[config.mk]
export PLATFORM = sky130hd
export DESIGN_NAME = irq_sequencer_flat
export DESIGN_NICKNAME = d
export VERILOG_FILES = /design/src/rtl/irq_sequencer_pkg.sv /design/src/rtl/irq_sequencer_if.sv /design/src/rtl/irq_sequencer_priority_enc.sv /design/src/rtl/irq_sequencer.sv /design/src/flat_wrapper.sv
export SDC_FILE = /design/constraint.sdc
export NUM_CORES = 1
export LEC_CHECK = 0
export CAP_MARGIN = 20
export CELL_PAD_IN_SITES_DETAIL_PLACEMENT = 1
export CELL_PAD_IN_SITES_GLOBAL_PLACEMENT = 2
export CORE_MARGIN = 1
export CORE_UTILIZATION = 40
export CTS_CLUSTER_DIAMETER = 60
export DETAILED_ROUTE_END_ITERATION = 16
export DONT_BUFFER_PORTS = 1
export MAX_ROUTING_LAYER = met4
export PLACE_DENSITY = 0.91
export SLEW_MARGIN = 20
export SYNTH_ARGS = -nofsm -noshare
export SYNTH_HDL_FRONTEND = slang
export SYNTH_SLANG_ARGS = --single-unit
[constraint.sdc]
create_clock -name clk -period 2.8 [get_ports clk]
set_input_delay 0.56 -clock clk [delete_from_list [all_inputs] [get_ports clk]]
set_output_delay 0.56 -clock clk [all_outputs]
set_load 0.02 [all_outputs]
[src/rtl/irq_sequencer_pkg.sv]
// rtl/irq_sequencer_pkg.sv - shared definitions for the SimpleRISC interrupt sequencer
//
// Purpose: FSM state encoding, default vector placement and the irq_id width
//          helper shared by the sequencer, its interface and its encoder.
// Ports:   none (package).

package simplerisc_irq_pkg;

   localparam logic [1:0] ST_IDLE     = 2'd0;
   localparam logic [1:0] ST_REDIRECT = 2'd1;
   localparam logic [1:0] ST_SERVICE  = 2'd2;
   localparam logic [1:0] ST_RETURN   = 2'd3;

   typedef enum logic [1:0] {
      IDLE     = ST_IDLE,
      REDIRECT = ST_REDIRECT,
      SERVICE  = ST_SERVICE,
      RETURN   = ST_RETURN
   } irq_state_t;

   localparam logic [31:0] VEC_BASE_DEFAULT   = 32'h0000_0100;
   localparam logic [31:0] VEC_STRIDE_DEFAULT = 32'd16;

   // clog2(n) with a floor of 1 so a single-line build still has an id bit.
   function automatic int IRQ_ID_W(input int n);
      int w;
      w = 1;
      for (int i = 1; i < 6; i++) begin
         if ((1 << w) < n) w = w + 1;
      end
      return w;
   endfunction

endpackage

[src/rtl/irq_sequencer_if.sv]
// rtl/irq_sequencer_if.sv - pipeline-facing signal bundle of the interrupt sequencer
//
// Purpose: groups the request, mask, PC-redirect and status signals.
// Ports:   none; modport slave is the sequencer, modport master is the
//          pipeline side (request sources, mask writer, PC/stall logic).

interface irq_sequencer_if
   import simplerisc_irq_pkg::*;
#(
   parameter int NUM_IRQ = 4
) ();

   localparam int ID_W = IRQ_ID_W(NUM_IRQ);

   logic [NUM_IRQ-1:0] irq_req;
   logic               mask_we;
   logic [NUM_IRQ-1:0] mask_wdata;
   logic               add_stall;
   logic [31:0]        pcnext;
   logic               reti;

   logic               interrupt;
   logic [31:0]        pc_isr;
   logic [NUM_IRQ-1:0] irq_ack;
   logic [ID_W-1:0]    irq_id;
   logic [31:0]        epc;
   logic               in_isr;

   modport slave (
      input  irq_req, mask_we, mask_wdata, add_stall, pcnext, reti,
      output interrupt, pc_isr, irq_ack, irq_id, epc, in_isr
   );

   modport master (
      output irq_req, mask_we, mask_wdata, add_stall, pcnext, reti,
      input  interrupt, pc_isr, irq_ack, irq_id, epc, in_isr
   );

endinterface

[src/rtl/irq_sequencer_priority_enc.sv]
// rtl/irq_sequencer_priority_enc.sv - lowest-index-wins priority encoder
//
// Purpose: picks the lowest set bit of pending.
// Ports:   pending (in)  request vector after masking
//          valid   (out) any bit of pending set
//          id      (out) index of the lowest set bit, 0 when none

module irq_priority_enc
   import simplerisc_irq_pkg::*;
#(
   parameter int N    = 4,
   parameter int ID_W = IRQ_ID_W(N)
) (
   input  logic [N-1:0]    pending,
   output logic            valid,
   output logic [ID_W-1:0] id
);

   // Scan from the top down so the last hit, the lowest index, wins.
   always_comb begin
      valid = 1'b0;
      id    = '0;
      for (int i = N - 1; i >= 0; i--) begin
         if (pending[i]) begin
            valid = 1'b1;
            id    = ID_W'(i);
         end
      end
   end

endmodule

[src/rtl/irq_sequencer.sv]
// rtl/irq_sequencer.sv - interrupt sequencer for the SimpleRISC fetch stage
//
// Purpose: masks level requests, latches the winner, redirects the PC to its
//          vector, saves the return address and redirects back on reti.
// Ports:   clk   (in) clock, posedge
//          rst_n (in) asynchronous active-low reset
//          bus   (irq_sequencer_if.slave) requests, mask write, add_stall,
//                pcnext, reti in; interrupt, pc_isr, irq_ack, irq_id, epc,
//                in_isr out

module irq_sequencer
   import simplerisc_irq_pkg::*;
#(
   parameter int          NUM_IRQ    = 4,
   parameter logic [31:0] VEC_BASE   = VEC_BASE_DEFAULT,
   parameter logic [31:0] VEC_STRIDE = VEC_STRIDE_DEFAULT
) (
   input  logic            clk,
   input  logic            rst_n,
   irq_sequencer_if.slave  bus
);

   localparam int ID_W = IRQ_ID_W(NUM_IRQ);

   irq_state_t         state_q;
   irq_state_t         state_d;
   logic [NUM_IRQ-1:0] mask_q;
   logic [NUM_IRQ-1:0] pending;
   logic               win_valid;
   logic [ID_W-1:0]    win_id;
   logic [ID_W-1:0]    irq_id_q;
   logic [31:0]        epc_q;
   logic               accept;
   logic [31:0]        vec_addr;

   assign pending = bus.irq_req & mask_q;

   irq_priority_enc #(
      .N    (NUM_IRQ),
      .ID_W (ID_W)
   ) u_enc (
      .pending (pending),
      .valid   (win_valid),
      .id      (win_id)
   );

   // The PC takes the redirect on any REDIRECT edge that is not stalled.
   assign accept   = (state_q == REDIRECT) && !bus.add_stall;
   assign vec_addr = VEC_BASE + 32'(irq_id_q) * VEC_STRIDE;

   always_ff @(posedge clk or negedge rst_n) begin
      if (!rst_n) begin
         mask_q <= '0;
      end else if (bus.mask_we) begin
         mask_q <= bus.mask_wdata;
      end
   end

   always_ff @(posedge clk or negedge rst_n) begin
      if (!rst_n) begin
         state_q <= IDLE;
      end else begin
         state_q <= state_d;
      end
   end

   // The winner is only sampled from IDLE, so later mask writes or dropped
   // requests cannot retarget a redirect already in flight.
   always_ff @(posedge clk or negedge rst_n) begin
      if (!rst_n) begin
         irq_id_q <= '0;
      end else if (state_q == IDLE && win_valid) begin
         irq_id_q <= win_id;
      end
   end

   always_ff @(posedge clk or negedge rst_n) begin
      if (!rst_n) begin
         epc_q <= '0;
      end else if (accept) begin
         epc_q <= bus.pcnext;
      end
   end

   always_comb begin
      state_d = state_q;
      case (state_q)
         IDLE:     if (win_valid)                   state_d = REDIRECT;
         REDIRECT: if (!bus.add_stall)              state_d = SERVICE;
         // No nesting: pending requests are not looked at until back in IDLE.
         SERVICE:  if (bus.reti && !bus.add_stall)  state_d = RETURN;
         RETURN:   if (!bus.add_stall)              state_d = IDLE;
         default:                                   state_d = IDLE;
      endcase
   end

   // interrupt/pc_isr come only from registered state, irq_id and epc.
   always_comb begin
      bus.interrupt = 1'b0;
      bus.pc_isr    = '0;
      bus.in_isr    = 1'b0;
      case (state_q)
         REDIRECT: begin
            bus.interrupt = 1'b1;
            bus.pc_isr    = vec_addr;
         end
         SERVICE: begin
            bus.in_isr    = 1'b1;
         end
         RETURN: begin
            bus.interrupt = 1'b1;
            bus.pc_isr    = epc_q;
            bus.in_isr    = 1'b1;
         end
         default: ;
      endcase
   end

   always_comb begin
      bus.irq_ack = '0;
      if (accept) bus.irq_ack[irq_id_q] = 1'b1;
   end

   assign bus.irq_id = irq_id_q;
   assign bus.epc    = epc_q;

endmodule

[src/flat_wrapper.sv]
// flat-port wrapper written by rule: the top's interface ports become plain ports
module irq_sequencer_flat import simplerisc_irq_pkg::*;
#(
   parameter int          NUM_IRQ    = 4,
   parameter logic [31:0] VEC_BASE   = VEC_BASE_DEFAULT,
   parameter logic [31:0] VEC_STRIDE = VEC_STRIDE_DEFAULT
)
  (clk, rst_n, bus_irq_req, bus_mask_we, bus_mask_wdata, bus_add_stall, bus_pcnext, bus_reti, bus_interrupt, bus_pc_isr, bus_irq_ack, bus_irq_id, bus_epc, bus_in_isr);
  irq_sequencer_if #(.NUM_IRQ(NUM_IRQ)) bus_i ();
  input  logic clk;
  input  logic rst_n;
  input wire logic [$bits(bus_i.irq_req)-1:0] bus_irq_req;
  input wire logic [$bits(bus_i.mask_we)-1:0] bus_mask_we;
  input wire logic [$bits(bus_i.mask_wdata)-1:0] bus_mask_wdata;
  input wire logic [$bits(bus_i.add_stall)-1:0] bus_add_stall;
  input wire logic [$bits(bus_i.pcnext)-1:0] bus_pcnext;
  input wire logic [$bits(bus_i.reti)-1:0] bus_reti;
  output wire logic [$bits(bus_i.interrupt)-1:0] bus_interrupt;
  output wire logic [$bits(bus_i.pc_isr)-1:0] bus_pc_isr;
  output wire logic [$bits(bus_i.irq_ack)-1:0] bus_irq_ack;
  output wire logic [$bits(bus_i.irq_id)-1:0] bus_irq_id;
  output wire logic [$bits(bus_i.epc)-1:0] bus_epc;
  output wire logic [$bits(bus_i.in_isr)-1:0] bus_in_isr;
  assign bus_i.irq_req = bus_irq_req;
  assign bus_i.mask_we = bus_mask_we;
  assign bus_i.mask_wdata = bus_mask_wdata;
  assign bus_i.add_stall = bus_add_stall;
  assign bus_i.pcnext = bus_pcnext;
  assign bus_i.reti = bus_reti;
  assign bus_interrupt = bus_i.interrupt;
  assign bus_pc_isr = bus_i.pc_isr;
  assign bus_irq_ack = bus_i.irq_ack;
  assign bus_irq_id = bus_i.irq_id;
  assign bus_epc = bus_i.epc;
  assign bus_in_isr = bus_i.in_isr;
  irq_sequencer #(.NUM_IRQ(NUM_IRQ), .VEC_BASE(VEC_BASE), .VEC_STRIDE(VEC_STRIDE)) u_core (.clk(clk), .rst_n(rst_n), .bus(bus_i));
endmodule
==> flow_metrics.py <==
metrics = {
    "synth": {
        "synth_top_family_by_area": "multiplexers",
        "synthArstFlopShare_pct": 100,
        "syn_area_per_cell_um2": 13.9,
        "synth_mux_area_share_pct": 25.8,
        "netlist-cell-type-count": 26,
        "yosys_warnings": 0,
        "synth_area_um2": 2050,
        "synth_compound_area_share_pct": 4.82,
        "synth_cells": 147,
        "synthSimpleGateAreaFrac_pct": 13.1,
        "yosys.area_share.adder_pct": 2.44,
        "synth_edf_count": 0,
        "synth_flop_cell": "dfrtp_1",
        "ys_seq_area_share_pct": 48.8,
        "synth_xor_area_share_pct": 0,
        "syn-num-nets": 196,
        "ys_seq_elements": 40,
    },
    "placement": {
        "dp_hpwl_mm": 3.39,
        "io_buffers": 0,
        "pre_cts_ws_ps": 752,
        "routabilityCongestion": 0.736,
    },
    "timing": {
        "fin_crit_ps": 2320,
        "setup_viol": 0,
        "period_share_pct": 82.8,
        "hold_viol_final": 0,
        "max_freq_mhz": 432,
        "maxSlewHeadroom_pct": 65.2,
        "grt_setup_unrepaired": "no",
        "final.setup.tns_ps": 0,
        "setup_slack_ps": 483,
        "timing_max_transition_violations_final": 0,
        "worst_slew_pin_slew_ps": 522,
        "fin_skew_ps": 9.07,
    },
    "outcome": {
        "status": "complete, no violations",
    },
    "layout": {
        "diodes": 0,
        "mostFrequentLayoutCells": "dfrtp_1, and2_1, mux2_4",
        "drive_gt1_share_pct": 39.2,
        "fillerInstances": 512,
        "layout_commonest_cell": "dfrtp_1",
        "synthToLayoutAreaGrowth_pct": 8.73,
        "final_nets": 202,
    },
    "worst_setup_path": {
        "cp-end-kind": "output port",
        "reg2reg_to": "u_core.bus.epc[4]",
        "worstPathArrival_ps": 1760,
        "cp_data_required_time_ps": 2240,
        "crit_fanout": 19,
        "critical_path_class": "flip-flop to output port",
        "reg2reg_slack_ps": 930,
        "worstReg2RegStart": "u_core.state_q[1]",
        "r2r_cells": 5,
        "cp-start-kind": "flip-flop",
    },
    "clock_tree": {
        "clock_latency_ps": 290,
        "clkTransAtPathRegs_ps": 80,
        "post_cts.repair.setup_buffers": 0,
        "cts_resized": 0,
        "cts_buffers": 5,
        "clockBufferDepth": 2,
        "root_buffer": "clkbuf_8",
        "tritoncts": "yes",
        "cts.sinks": 40,
        "htree_levels": 2,
        "postCtsHoldBufs": 1,
    },
    "global_routing": {
        "grt-ovfl-total": 0,
        "grt_pass1_wl_mm": 6.74,
        "antenna_found_initial": 0,
        "grt_start_max_net_pins": 41,
        "grt_pass1_vias": 1395,
        "grt_usage_pct": 17.1,
    },
    "run": {
        "drv_cap": 0,
    },
    "detailed_routing": {
        "drt_pass1_iterations": 2,
        "top_layer_used": "met4",
        "wl_met3_um": 454,
        "routedWlPerCell_um": 20.1,
        "drt-met1-wl_mm": 1.51,
        "vias": 1183,
        "viasPerCell": 5.38,
        "postRouteAntennaNets": 0,
        "drt_iter0_markers": 25,
        "drcViolationCount": 0,
        "met2_length_mm": 2.44,
        "wl_mm": 4.43,
    },
    "power_and_ir_drop": {
        "ir_drop_mv": 0.517,
        "power_density_nw_per_um2": 1430,
        "leakagePower_nw": 1.02,
    },
    "floorplan": {
        "start_util_pct": 42.5,
        "rows": 25,
        "die_x_um": 73.6,
        "fp.dieH_um": 73.6,
        "ios": 117,
        "die_area_um2": 5410,
        "core-area_um2": 4820,
    },
    "hold_path": {
        "hold_path.class": "input port to asynchronous set/reset pin",
    },
}
[critical path, stage by stage (launching register included)]
cell	delay [ps]
dfrtp_1	400
ha_1	510
buf_4	290
and2_1	280
[how the worst max path moves through the flow]
stage / startpoint / end / slack (ps) / cells after the start
finish: u_core.state_q[1] / bus_pc_isr[7] / 480 / 3
global route: u_core.state_q[1] / bus_pc_isr[22] / 320 / 3
global placement: u_core.state_q[1] / bus_pc_isr[31] / 870 / 3
CTS: u_core.state_q[1] / bus_pc_isr[6] / 440 / 3
detailed placement: u_core.state_q[1] / bus_pc_isr[6] / 750 / 3
floorplan: u_core.state_q[1] / bus_irq_ack[1] / 780 / 7
[report_power, final]
group	leakage [nW]	internal, W	switching [W]
registers	0.474	0.000849	0.000591
logic	0.480	0.000589	0.000629
clock network	0.0642	0.000351	0.000182
total	1.02	0.00179	0.00140
[stage by stage]
| step | utilization, % | std cells | hold slack, ps | area, um^2 | power [W] |
|---|---|---|---|---|---|
| floorplan | - | 147 | 264 | 2050 | 0.00248 |
| CTS | 46.3 | 220 | 107 | 2230 | 0.00324 |
| global placement | 43.2 | 212 | 265 | 2080 | 0.00260 |
| global route | 46.3 | 220 | 111 | 2230 | 0.00337 |
| finish | 46.3 | 220 | 109 | 2230 | 0.00319 |
| detailed placement | 43.2 | 212 | 265 | 2080 | 0.00267 |
[cells by family (layout without fill, tap and decap cells)]
| kind of cell | count (synthesis) | after routing |
|---|---|---|
| and+or+nand+nor | 42 | 42 |
| DFF | 40 | 40 |
| muxes | 38 | 38 |
| AOI/OAI and AO/OA | 13 | 13 |
| buffers and inverters | 10 | 16 |
| adders and majority gates | 4 | 4 |
[final cells by class]
type                    count  area, um^2  share of cell area [%]
inverters                   3        11.3                   0.505
clock inverters             2        60.1                    2.70
flip-flops and latches     40        1000                    44.9
clock buffers               5        68.8                    3.09
multi-input cells          97         946                    42.4
repair buffers              6        57.6                    2.58
well taps                  67        83.8                    3.76
[cells in the mapped netlist (all sizes together) (2+ instances only)]
master  instances  share of area [%]
ha              4                2.4
a21oi           5                1.4
dfrtp          40                 49
inv             3               0.55
mux2           38                 26
nand2           4               0.73
and2           29                8.9
clkbuf          3               0.55
or2             2               0.61
a22o            3                1.4
buf             4                3.9
[registers in the layout (all words and copies together) (netlist names)]
name               cells
u_core.state_q         2
u_core.bus.epc        32
u_core.bus.irq_id      2
u_core.mask_q          4
[routing by layer]
layer / global-route usage, % / vias to the layer above
li1: - / 508
met1: 16.3 / 595
met2: 32.5 / 77
met3: 6.17 / 3
met4: 3.85 / 0
met5: - / -
Note: power is estimated with default switching activity, not from simulation.
